[src/rtl/multicycle_control_unit.sv]
// Multi-cycle CPU control FSM: sequences IF/ID/EXE/MEM/WB per opcode and drives
// datapath strobes and selects combinationally from the current state and opcode.
module multicycle_control_unit #(
  parameter int unsigned OPW    = 6,
  parameter int unsigned ALUOPW = 3,
  parameter int unsigned CNTW   = 16
) (
  input  logic              CLK,
  input  logic              Reset,
  input  logic [OPW-1:0]    opcode,
  input  logic              zero,
  output logic              PCWre,
  output logic              IRWre,
  output logic              InsMemRW,
  output logic              Extsel,
  output logic              RegOut,
  output logic              RegWre,
  output logic [ALUOPW-1:0] ALUOp,
  output logic              ALUSrcB,
  output logic              ALUM2Reg,
  output logic              PCSrc,
  output logic              DataMemRd,
  output logic              DataMemWr,
  output logic              Halted,
  output logic              IllegalOp,
  output logic [2:0]        State,
  output logic [CNTW-1:0]   InstrCount
);

  typedef enum logic [2:0] {
    StIf   = 3'd0,
    StId   = 3'd1,
    StExe  = 3'd2,
    StMem  = 3'd3,
    StWb   = 3'd4,
    StHalt = 3'd5
  } state_e;

  typedef enum logic [3:0] {
    OpAdd, OpAddi, OpSub, OpOri, OpAnd, OpOr, OpMove, OpSw, OpLw, OpBeq, OpHalt, OpBad
  } op_e;

  state_e            state_q, state_d;
  logic [CNTW-1:0]   cnt_q;
  op_e               op_cls;

  logic              alu_srcb, alu_ext;
  logic [ALUOPW-1:0] alu_op;

  logic pc_wre, ir_wre, ext_c, reg_out, reg_wre, srcb_c, m2reg, pc_src;
  logic mem_rd, mem_wr, halted_c, illegal_c;
  logic [ALUOPW-1:0] aluop_c;

  // Any set bit above the 6-bit encoding space makes the opcode illegal.
  always_comb begin
    op_cls = OpBad;
    if ((opcode >> 6) == '0) begin
      case (opcode[5:0])
        6'b000000: op_cls = OpAdd;
        6'b000001: op_cls = OpAddi;
        6'b000010: op_cls = OpSub;
        6'b010000: op_cls = OpOri;
        6'b010001: op_cls = OpAnd;
        6'b010010: op_cls = OpOr;
        6'b100000: op_cls = OpMove;
        6'b100110: op_cls = OpSw;
        6'b100111: op_cls = OpLw;
        6'b110000: op_cls = OpBeq;
        6'b111111: op_cls = OpHalt;
        default:   op_cls = OpBad;
      endcase
    end
  end

  always_comb begin
    alu_op   = '0;
    alu_srcb = 1'b0;
    alu_ext  = 1'b0;
    case (op_cls)
      OpAdd, OpMove: alu_ext = 1'b1;
      OpAddi, OpLw, OpSw: begin
        alu_srcb = 1'b1;
        alu_ext  = 1'b1;
      end
      OpSub: alu_op = ALUOPW'(1);
      OpOri: begin
        alu_op   = ALUOPW'(3);
        alu_srcb = 1'b1;
      end
      OpAnd: alu_op = ALUOPW'(4);
      OpOr:  alu_op = ALUOPW'(3);
      OpBeq: begin
        alu_op  = ALUOPW'(1);
        alu_ext = 1'b1;
      end
      default: ;
    endcase
  end

  always_comb begin
    state_d   = StIf;
    pc_wre    = 1'b0;
    ir_wre    = 1'b0;
    ext_c     = 1'b0;
    reg_out   = 1'b0;
    reg_wre   = 1'b0;
    aluop_c   = '0;
    srcb_c    = 1'b0;
    m2reg     = 1'b0;
    pc_src    = 1'b0;
    mem_rd    = 1'b0;
    mem_wr    = 1'b0;
    halted_c  = 1'b0;
    illegal_c = 1'b0;
    unique case (state_q)
      StIf: begin
        ir_wre  = 1'b1;
        state_d = StId;
      end
      StId: begin
        if (op_cls == OpHalt) begin
          state_d = StHalt;
        end else if (op_cls == OpBad) begin
          illegal_c = 1'b1;
          pc_wre    = 1'b1;
          state_d   = StIf;
        end else begin
          state_d = StExe;
        end
      end
      StExe: begin
        aluop_c = alu_op;
        srcb_c  = alu_srcb;
        ext_c   = alu_ext;
        case (op_cls)
          OpBeq: begin
            pc_wre  = 1'b1;
            pc_src  = zero;
            state_d = StIf;
          end
          OpLw, OpSw:    state_d = StMem;
          OpHalt, OpBad: state_d = StIf;
          default:       state_d = StWb;
        endcase
      end
      StMem: begin
        aluop_c = alu_op;
        srcb_c  = alu_srcb;
        ext_c   = alu_ext;
        if (op_cls == OpLw) begin
          mem_rd  = 1'b1;
          state_d = StWb;
        end else if (op_cls == OpSw) begin
          mem_wr = 1'b1;
          pc_wre = 1'b1;
        end
      end
      StWb: begin
        aluop_c = alu_op;
        srcb_c  = alu_srcb;
        ext_c   = alu_ext;
        reg_wre = 1'b1;
        pc_wre  = 1'b1;
        reg_out = (op_cls == OpAdd) || (op_cls == OpSub) || (op_cls == OpAnd) ||
                  (op_cls == OpOr) || (op_cls == OpMove);
        m2reg   = (op_cls == OpLw);
        mem_rd  = (op_cls == OpLw);
      end
      StHalt: begin
        halted_c = 1'b1;
        state_d  = StHalt;
      end
      default: state_d = StIf;
    endcase
  end

  always_ff @(posedge CLK) begin
    if (Reset) begin
      state_q <= StIf;
      cnt_q   <= '0;
    end else begin
      state_q <= state_d;
      if (pc_wre) begin
        cnt_q <= cnt_q + CNTW'(1);
      end
    end
  end

  // Reset masks every output so nothing is written in the reset cycle.
  assign PCWre      = pc_wre & ~Reset;
  assign IRWre      = ir_wre & ~Reset;
  assign InsMemRW   = 1'b0;
  assign Extsel     = ext_c & ~Reset;
  assign RegOut     = reg_out & ~Reset;
  assign RegWre     = reg_wre & ~Reset;
  assign ALUOp      = Reset ? '0 : aluop_c;
  assign ALUSrcB    = srcb_c & ~Reset;
  assign ALUM2Reg   = m2reg & ~Reset;
  assign PCSrc      = pc_src & ~Reset;
  assign DataMemRd  = mem_rd & ~Reset;
  assign DataMemWr  = mem_wr & ~Reset;
  assign Halted     = halted_c & ~Reset;
  assign IllegalOp  = illegal_c & ~Reset;
  assign State      = Reset ? 3'd0 : state_q;
  assign InstrCount = Reset ? '0 : cnt_q;

endmodule

[config.mk]
export PLATFORM = sky130hd
export DESIGN_NAME = multicycle_control_unit
export DESIGN_NICKNAME = d
export VERILOG_FILES = /design/src/rtl/multicycle_control_unit.sv
export SDC_FILE = /design/constraint.sdc
export NUM_CORES = 1
export LEC_CHECK = 0
export ABC_AREA = 1
export ABC_CLOCK_PERIOD_IN_PS = 1600
export CAP_MARGIN = 20
export CORE_MARGIN = 2
export CORE_UTILIZATION = 30
export DETAILED_ROUTE_END_ITERATION = 10
export DONT_BUFFER_PORTS = 1
export GPL_TIMING_DRIVEN = 1
export PLACE_DENSITY = 0.52
export RECOVER_POWER = 50
export SLEW_MARGIN = 25
export SYNTH_ARGS = -nofsm -noshare
export SYNTH_HDL_FRONTEND = slang
export SYNTH_SLANG_ARGS = --single-unit
[constraint.sdc]
create_clock -name CLK -period 1.6 [get_ports CLK]
set_input_delay 0.32 -clock CLK [delete_from_list [all_inputs] [get_ports CLK]]
set_output_delay 0.32 -clock CLK [all_outputs]
set_load 0.005 [all_outputs]
Word-level counts from Yosys, hierarchy flattened
Index checks and enable logic that the tools add are counted.
Widths: inputs -> output; s select.
{ "classes": {"addsub": 1, "n_eq_ne": 26, "muxes": 32, "bitwise": 13, "n_reduce_logical": 14} }
{ "op_table": {"columns": ["cell", "n"], "rows": [
  ["$pmux 4 s11", 1],
  ["$eq 6x6->1 const B", 5],
  ["$mux 1", 19],
  ["$eq 6x5->1 const B", 3],
  ["$add 16x1->16 const B", 1],
  ["$eq 4x3->1 const B", 4],
  ["$eq 4x4->1 const B", 4],
  ["$mux 16", 1],
  ["$mux 3", 5],
  ["$pmux 3 s5", 1],
  ["$and 1x1->1", 12],
  ["$pmux 3 s3", 1],
  ["$eq 4x2->1 const B", 2],
  ["$eq 3x2->1 const B", 2],
  ["$eq 3x3->1 const B", 2],
  ["$eq 6x1->1 const B", 1],
  ["$eq 6x2->1 const B", 1],
  ["$logic_not 6->1", 1],
  ["$pmux 3 s2", 1],
  ["$reduce_or 2->1", 3],
  ["$reduce_or 3->1", 2],
  ["$reduce_or 6->1", 1],
  ["$eq 4x1->1 const B", 1],
  ["$logic_not 4->1", 1],
  ["other kinds (8)", 11]
]} }
{ "word_totals": {"regBits": 19, "input_bits": 9, "out_inout_bits": 35} }

Longest topological paths before layout
Gate-level depths: netlist of the first run.
{ "logic_depth": {"ltp_word": 9, "depth_mapped": 10, "depth_no_buf": 10} }

Least setup slack after synthesis of the first run
OpenSTA, ideal clock, no wires.
{ "synth_path": {"kind": "in2out", "startpoint": "input opcode[2]", "endpoint": "output PCWre", "arrival_time_ps": 1388, "path_slack_ps": -108, "cell_stages": 9, "path_buffers": 1, "path_cell_list": "nor2_2 nand3b_1 nand2_1 nor2_2 nand3_4 nand3_4 buf_12 nand2_1 inv_1"} }
{ "synth_via": {"elab_chain_len": 7} }
{ "synth_lines": {"columns": ["item", "line", "source"], "rows": [
  ["from (decl)", "10", "input logic [OPW-1:0] opcode,"],
  ["$eq 6x6->1 (tied with other cells)", "58", "case (opcode[5:0])"],
  ["$pmux 4 s11 *", "58", null],
  ["$eq 4x3->1 or $eq 4x4->1 (tied branches)", "153, 123", null],
  ["$mux 1 (on tied branches)", "153, 123", null],
  ["$mux 1 (on tied branches)", "150, 121", null],
  ["$pmux 1 s4 *", "115", "unique case (state_q)"],
  ["$and 1x1->1 *", "190", "assign PCWre = pc_wre & ~Reset;"],
  ["to (decl)", "12", "output logic PCWre,"]
]} }
Every way passes the cells marked *; elsewhere a longest branch is shown, timed or not.

Worst setup path in the final report of the first run
{ "layout_path": {"startpoint": "register state_q[1]", "endpoint": "output PCWre"} }
{ "layout_via": {"elab_chain_len": 3} }
{ "layout_lines": {"columns": ["item", "line", "source"], "rows": [
  ["from (decl)", "43", "state_e state_q, state_d;"],
  ["from (signal assigned)", "179", "state_q <= StIf;"],
  ["from (signal assigned)", "182", "state_q <= state_d;"],
  ["$eq 3x3->1 (tied with other cells)", "115", null],
  ["$pmux 1 s4 *", "115", null],
  ["$and 1x1->1 *", "190", null]
]} }
Marked as above.

==> results of run 1 <==
layout make-up:
cell class / count / area [um2] / area share (%)
multi-input combinational: 185 / 1200 / 57.1
sequential: 19 / 392 / 18.7
timing repair buffer: 28 / 226 / 10.8
inverter: 38 / 145 / 6.92
tap: 72 / 90.1 / 4.29
clock buffer: 3 / 41.3 / 1.97
clock inverter: 1 / 5.00 / 0.239
timing repair:
action,4_1_cts,5_1_grt
pin swaps,1,5
buffers inserted,1,4
endpoints found under the setup margin,12,15
resized for setup,16,22
power by group through the flow:
stage          Sequential [mW]  Clock [mW]  Combinational [mW]
3_3_place_gp             0.496           0               0.170
4_1_cts                  0.485       0.361               0.179
5_1_grt                  0.485       0.383               0.211
6_report                 0.484       0.352               0.192
3_5_place_dp             0.496           0               0.170
2_1_floorplan            0.496           0               0.148
stage by stage:
| stage | TNS [ns] | area [um2] | std cells | hold slack, ns |
|---|---|---|---|---|
| after floorplan | -0.0103 | 1700 | 253 | 0.481 |
| after global placement | 0 | 1900 | 337 | 0.395 |
| after detailed placement | 0 | 1900 | 337 | 0.394 |
| after CTS | -0.183 | 2000 | 342 | 0.111 |
| after global routing | -0.455 | 2100 | 346 | 0.0989 |
| final | -0.0629 | 2100 | 346 | 0.122 |
worst paths after layout:
kind,startpoint,to,slack (ns),cells past startpoint
max reg2reg,state_q[1],cnt_q[10],0.05,10
min reg2reg,cnt_q[1],cnt_q[1],0.52,2
max,state_q[1],PCWre,-0.04,7
min,Reset,cnt_q[14],0.12,1
worst max-delay path: cells and delay by family, from the launching register on:
family / cells / cell delay [ns]
buffers and inverters: 3 / 0.33
flip-flops: 1 / 0.37
AND/OR/NAND/NOR: 4 / 0.37
routing by layer:
layer  vias to the layer above  GRT usage [%]  part of all wire [%]
met1                       807           18.8                    45
met3                         2           4.43                   5.6
met5                         -              0                     0
met2                        26           26.6                    49
met4                         0           2.07                  0.50
li1                        875              -                     -
registers in the layout (all words and copies together) (netlist names):
| name | count |
|---|---|
| state_q | 3 |
| cnt_q | 16 |
cells in the final DEF, fill, tap and decap left out, drive strengths merged, types with 2 or more instances in the layout:
cell    count
nor4        2
a31oi       2
buf        28
clkbuf      3
nand3      15
o21ai       2
inv        38
o211ai      2
nor2       50
a21oi      21
nand4      22
nor3        9
dfxtp      19
nand2      39
xor2       13
logic make-up after synthesis:
| family | Yosys count | synth area share (%) |
|---|---|---|
| xor+xnor | 13 | 6.78 |
| simple gates | 139 | 44.1 |
| other cells | 1 | 0.223 |
| flops | 19 | 22.7 |
| compound gates | 31 | 12.6 |
| fa+ha+maj | 1 | 0.745 |
| buf+inv | 49 | 12.9 |
==> metrics, run 1 <==
Final ANT Viol Nets=0; Slowest cell on crit path=dfxtp_4; Tightest Hold Check Type=in2reg; CTS Sinks=19; post-synth top area cell=dfxtp_1; #FFs+latches synth=19; Starting Density=a little under a third; Post-Syn Area=0.00168 mm2; CP Capture Type=output pin; Total Power=between 1 and 1.5 mW; top-count cell post-synth=nor2_1; run status=complete, but fails checks; post-DP HPWL=3330 um; max incr delay on CP=between 0.3 and 0.4 ns; Skew-Pair Late Insertion Delay=between 0.2 and 0.3 ns; largest net degree at the start of global routing=47; grt ovf=0; sw frac=about 29%; Routed WL=4560 um; vias per cell=roughly 4.9; share of layout cells above drive strength 1=between 30% and 40%; clk buf depth=2; CTS root buf=clkbuf_8; peak supply drop=0.000367 V; initial antenna violation count=0; routability cong.=roughly 0.79; Int Power=approximately 0.73 mW; final setup fails=2; leak pwr=0.806 nW; failing checks=setup timing; CP max FO=4; Unique masters post-synth=35; DR pass1 iterations=4; post-layout min period=roughly 1.6 ns; syn_area_per_cell=between 6 and 7 um2; Required @ worst endpoint=between 1 and 1.5 ns; final clock skew=around 0.0086 ns; Yosys warnings=0; fill count=just under 600; Boundary Pins=between 40 and 50; Post-CTS Hold Buffers=0; PD cells=between 400 and 500 mW/mm2; drt drc=0; number of global-route vias before repair=around 1,600; Post-synth EDFFs=0; Worst setup SP type=flop; Final WS setup=-0.0407 ns; Area Growth Syn to Fin=25.0%; PortBufs=0; first-pass GRT wire length=roughly 7700 um; Mapped Nets=around 260; most common library cells after synthesis=43 x nor2_1, 37 x inv_1, 30 x nand2_1, 22 x nand4_1, 19 x dfxtp_1; CORE AREA=around 0.0054 mm2; clock slew at reported path FFs=around 0.080 ns; share of the synthesized area in the top cell type=a little under a quarter; Max H-tree Level=1; DRT iter0 DRCs=approximately 110; Area contributors post-synth=dfxtp_1 23%, nor2_1 9.6%, inv_1 8.3%; routed len/inst=between 10 and 15 um; Logic pwr share=approximately a fifth; dpl ws=slightly below 0.05 ns; Via Count=about 1,700; crit path DAT=roughly 1.3 ns; max-cap violations=0; Most used DFF post-synth=dfxtp_1; Max Transition Viols Final=0; Setup CP Type=reg2out; die footprint=0.00621 mm2; n_diodes=0; Seq pwr share=between 40 and 50%; Die H=~79 um; Die Span X=78.8 um; clock power share=between 30 and 40%; Gate Count Post-Synth=approximately 250; FMAX=around 600 MHz; CTS Buf Count=3; fin util=about 39%; final hold violation count=0; register area share after synthesis=a little under a quarter; Post-layout nets=between 200 and 300; ys async rst share=0%; num rows=27; GRT Util Overall=approximately 15%; CTS tree=built; RSZ-0062 raised after global routing=true; critical path, cell by cell=buf_4, nor3_2, buf_4, nand3_4, nand3_4, nand2_2, inv_2; crit share post-route=103%; sw power=0.298 mW
(Power assumes the default switching activity.)
==> run 2: changes to the inputs <==
- ABC_AREA: 1 -> 0
==> run 2 against run 1 <==
Against the previous run: power is 13% higher; sequential power rose by 0.8%; synthesized area fell by 1.9%; largest cell class unchanged; combinational power increased by 72%; clock power down 3%; flip-flop and latch count unchanged; wire length up 8.4%; register-to-register slack lost 0.33 ns; global-route usage increased by 0.94 points; core utilization increased by 12 points; the run still ends with setup timing left; die area fell by 1.8%; count of clock-buffer cells in the layout increased by 1.
==> metrics, run 2 <==
final setup fails=27; CTS Sinks=19; Post-layout nets=about 260; CP max FO=5; Final ANT Viol Nets=0; FMAX=512 MHz; max reg flops=16; RSZ-0062 raised after global routing=true; syn_area_per_cell=8.07 um2; most common cell after layout, fill and taps aside=buf_4; grt ovf=0; CP Capture Type=output pin; peak supply drop=about 0.00025 V; most common library cells after synthesis=21 x nor2_1, 19 x dfxtp_1, 19 x nor2b_1, 12 x a21oi_1, 11 x nand3_1; Boundary Pins=44; Die Span X=between 70 and 80 um; DR WL met2=2390 um; Post-Syn Area=between 0.0015 and 0.002 mm2; run status=complete, but fails checks; CTS Buf Count=3; share of the synthesized area in the top cell type=about 23%; share of layout cells above drive strength 1=between 50% and 60%; n_diodes=0; delay-heaviest family, CP=simple AND/OR/NAND/NOR gates; DR pass1 iterations=4; Starting Density=between 30% and 40%; Skew-Pair Late Insertion Delay=about 0.26 ns; max-cap violations=0; Most used DFF post-synth=dfxtp_1; drt drc=0; CP dominant cell by count=buf_6; Via Count=about 1,700; leak pwr=approximately 0.95 nW; routability cong.=0.806; final hold violation count=0; Yosys warnings=0; top sig layer=met4; clk buf depth=2; Area Growth Syn to Fin=60.0%; num rows=26; max incr delay on CP=0.37 ns; Die H=a little under 80 um; failing checks=setup timing; Required @ worst endpoint=around 1.3 ns; CP bufs+invs=3; post-layout min period=between 1.5 and 2 ns; Max Transition Viols Final=0; Reg with most FFs=cnt_q; Final WS setup=-0.352 ns; Post-CTS Hold Buffers=0; Unique masters post-synth=56; critical path, cell by cell=buf_6, nor2_4, buf_6, a21oi_2, or3_4, nor4_2, buf_4; CTS tree=built; first-pass GRT wire length=around 8100 um; fin util=roughly 51%; DRT iter0 DRCs=53; die footprint=a little over 0.006 mm2; register area share after synthesis=a little under a quarter; Non-Filler Instances=approximately 320; top-count cell post-synth=nor2_1; Tightest Hold Check Type=in2reg; PD cells=between 400 and 500 mW/mm2; WHS=0.117 ns; Slowest cell on crit path=or3_4; post-synth top area cell=dfxtp_1; clock slew at reported path FFs=roughly 0.07 ns; Routed WL=4940 um; ys async rst share=0%; Placed Cells=294; Area contributors post-synth=dfxtp_1 23%, nor2b_1 7.2%, mux2_4 6.4%; CORE AREA=0.00520 mm2; Post-synth EDFFs=0; vias per cell=5.25; initial antenna violation count=0; biggest regs=cnt_q: 16 flops, state_q: 3 flops; #FFs+latches synth=19; Mapped Nets=between 200 and 250; WL met3=~220 um; Gate Count Post-Synth=slightly above 200; Total Power=about 1.2 mW; CTS root buf=clkbuf_8; commonest cells after routing, fill and taps aside=42 x buf_4, 18 x nor2_1, 17 x nor2b_1; GRT Util Overall=~16%; met1 WL=2270 um; post-DP HPWL=between 3000 and 4000 um; crit share post-route=122%; Worst setup SP type=flop; largest net degree at the start of global routing=45; PortBufs=0; crit path DAT=about 1.6 ns; Setup CP Type=reg2out; number of global-route vias before repair=between 1,500 and 2,000; routed len/inst=between 15 and 20 um; Max H-tree Level=1; final clock skew=~0.0013 ns
run 2: repair_timing:
| item | in CTS | in global routing |
|---|---|---|
| resized for setup | 57 | 37 |
| pin swaps | 27 | 18 |
| cloned | 0 | 0 |
| endpoints found under the setup margin | 29 | 31 |
| setup buffers | 19 | 8 |
run 2: per-layer routing:
metal	up-vias	GRT usage, %
met2	36	27.8
met5	-	0
met1	820	20.6
met3	4	2.76
met4	0	4.21
li1	832	-
run 2: path summary, 6_finish.rpt:
kind,slack (ns),cells after the start,startpoint,endpoint
max,-0.35,7,state_q[0],ALUOp[2]
min,0.12,1,Reset,cnt_q[1]
max reg2reg,-0.28,7,state_q[1],cnt_q[8]
min reg2reg,0.50,2,cnt_q[1],cnt_q[1]
run 2: power by group:
group          internal, mW  total [mW]  switching (mW)
registers             0.479       0.488         0.00906
logic                 0.186       0.331           0.145
clock network         0.177       0.343           0.165
run 2: area by class of cell:
| cell class | count | area (um2) |
|---|---|---|
| Fill cell | 494 | 2570 |
| Sequential cell | 19 | 389 |
| Multi-Input combinational cell | 163 | 1500 |
| Tap cell | 70 | 87.6 |
| Inverter | 3 | 16.3 |
| Clock buffer | 4 | 45.0 |
| Timing Repair Buffer | 63 | 594 |
run 2: kinds of logic (layout without fill, tap and decap cells):
family          after synthesis  in the layout  share of synthesized area (%)
simple gates                101            101                           36.9
compound gates               44             44                           18.7
buf+inv                      22             70                           8.05
flops                        19             19                           23.1
mux                          14             14                           11.2
xor+xnor                      2              2                           1.06
fa+ha+maj                     1              1                          0.760
other cells                   1              1                          0.228
run 2: per-stage QoR:
stage               setup TNS (ns)  cell area (um2)  setup slack, ns
floorplan                    -1.56             1750           -0.122
global placement             -2.77             2000           -0.194
detailed placement           -2.86             2000           -0.207
CTS                          -5.82             2430           -0.352
global route                 -7.26             2630           -0.397
finish                       -5.43             2630           -0.352
==> run 3: changes to the inputs <==
- CAP_MARGIN: 20 -> 0
- CELL_PAD_IN_SITES_DETAIL_PLACEMENT: default -> 0
- CELL_PAD_IN_SITES_GLOBAL_PLACEMENT: default -> 1
- PLACE_DENSITY: 0.52 -> 0.65
==> run 3 against run 2 <==
Against the previous run: the run still ends with setup timing left; clock skew increased by 0.0053 ns; count of clock-buffer cells in the layout is the same; sequential share of layout area grew 0.51 points; global-route usage shrank 0.67 points; wire length grew 1.6%; setup slack improved by 0.030 ns; critical endpoint is now ALUOp[0]; largest power group unchanged.
==> metrics, run 3 (synthesis results as in run 2) <==
final clock skew=0.00660 ns; CP bufs+invs=1; Final WS setup=-0.322 ns; Required @ worst endpoint=approximately 1.3 ns; Max Transition Viols Final=0; largest net degree at the start of global routing=between 40 and 50; Final ANT Viol Nets=0; share of layout cells above drive strength 1=between 50% and 60%; delay-heaviest family, CP=simple AND/OR/NAND/NOR gates; run status=complete, but fails checks; FMAX=520 MHz; GRT Util Overall=between 10% and 20%; num rows=26; Area Growth Syn to Fin=55.6%; crit path DAT=between 1.5 and 2 ns; Die Span X=78.1 um; Worst R2R Path Depth=9; drt drc=0; max reg flops=16; Setup CP Type=reg2out; die footprint=approximately 0.006 mm2; DR pass1 iterations=4; Worst setup SP type=flop; Skew-Pair Late Insertion Delay=0.26 ns; leak pwr=0.925 nW; max incr delay on CP=0.39 ns; vias per cell=around 5.3; biggest regs=cnt_q: 16 flops, state_q: 3 flops; CORE AREA=0.00520 mm2; dpl ws=-0.207 ns; Tightest Hold Check Type=in2reg; Max H-tree Level=1; n_diodes=0; Via Count=around 1,700; PD cells=around 440 mW/mm2; flop2flop setup slack=-0.24 ns; CP Depth=5; CP Capture Type=output pin; max-cap violations=0; failing checks=setup timing; CTS Sinks=19; critical path, cell by cell=buf_6, nor2b_4, a21oi_2, or3_4, a2111oi_4; CTS root buf=clkbuf_8; reg2reg start=state_q[1]; crit path to=ALUOp[0]; initial antenna violation count=0; routed len/inst=roughly 16 um; RSZ-0062 raised after global routing=true; Reg with most FFs=cnt_q; most common cell after layout, fill and taps aside=buf_4; final setup fails=27; Routed WL=roughly 5000 um; grt ovf=0; number of global-route vias before repair=~1,600; Post-layout nets=258; clock slew at reported path FFs=roughly 0.08 ns; CP max FO=5; Die H=78.1 um; CTS tree=built; final hold violation count=0; post-DP HPWL=roughly 3100 um; Slowest cell on crit path=dfxtp_4; Starting Density=between 30% and 40%; crit share post-route=120%; critical path launch point=state_q[1]; reg-to-reg critical path endpoint=cnt_q[9]; first-pass GRT wire length=roughly 7900 um; commonest cells after routing, fill and taps aside=41 x buf_4, 19 x nor2_1, 17 x nor2b_1; routability cong.=~0.75; DRT iter0 DRCs=between 70 and 80; WHS=roughly 0.12 ns; peak supply drop=between 0.0002 and 0.0003 V; CTS Buf Count=3; PortBufs=0; post-layout min period=slightly below 2 ns; clk buf depth=2; Boundary Pins=44
## run 3: cell types whose count changed in the layout (fill, tap and decap cells not counted), sizes merged
cell | before | now
buf | 63 | 57
and2 | 3 | 4
## run 3: area by class of cell
cell class,instances,area (um2)
clock buffers,4,45.0
fillers,499,2640
inverters,3,16.3
multi-input cells,164,1520
flip-flops and latches,19,392
well taps,70,87.6
repair buffers,57,505
## run 3: per-layer routing
metal | GRT usage (%) | share of wire, %
met2 | 24.1 | 48
met4 | 3.16 | 0.48
met1 | 21.9 | 47
met3 | 3.10 | 4.1
met5 | 0 | 0
## run 3: worst min-delay path by stage
stage / endpoint / slack, ns / cells past startpoint / startpoint
2_1_floorplan: cnt_q[1] / 0.46 / 2 / cnt_q[1]
3_3_place_gp: cnt_q[1] / 0.40 / 1 / Reset
3_5_place_dp: cnt_q[1] / 0.40 / 1 / Reset
4_1_cts: cnt_q[1] / 0.11 / 1 / Reset
5_1_grt: cnt_q[1] / 0.11 / 1 / Reset
6_report: cnt_q[1] / 0.12 / 1 / Reset
## run 3: stage by stage
| step | utilization (%) | std cells | TNS (ns) | instance area (um2) | total power, mW |
|---|---|---|---|---|---|
| 2_1_floorplan | - | 204 | -1.56 | 1750 | 0.661 |
| 3_3_place_gp | 38.5 | 295 | -2.15 | 2000 | 0.689 |
| 3_5_place_dp | 38.5 | 295 | -2.24 | 2000 | 0.691 |
| 4_1_cts | 45.2 | 307 | -4.14 | 2350 | 1.11 |
| 5_1_grt | 49.2 | 317 | -6.93 | 2560 | 1.19 |
| 6_report | 49.2 | 317 | -5.06 | 2560 | 1.13 |
## run 3: timing repair
item / CTS / global route
setup endpoints to repair: 27 / 29
gates cloned: 1 / 1
pin swaps: 20 / 16
hold buffers: 0 / 0
endpoints found under the hold margin: 0 / 0
gates resized for setup: 52 / 41
buffers inserted: 10 / 12
## run 3: worst reg2reg max path, cell delays in order, from the launching register on
cell and delay [ns]:
dfxtp_4 0.37, buf_4 0.14, buf_6 0.11, nor3_2 0.13, buf_4 0.14, nand4_4 0.11, buf_12 0.17, buf_4 0.14
a21oi_4 0.12, mux2_4 0.30
## run 3: power by group
group	total [mW]	internal (mW)	switching (mW)
logic	0.296	0.162	0.133
registers	0.490	0.478	0.0120
clock network	0.341	0.177	0.164
total	1.13	0.817	0.309
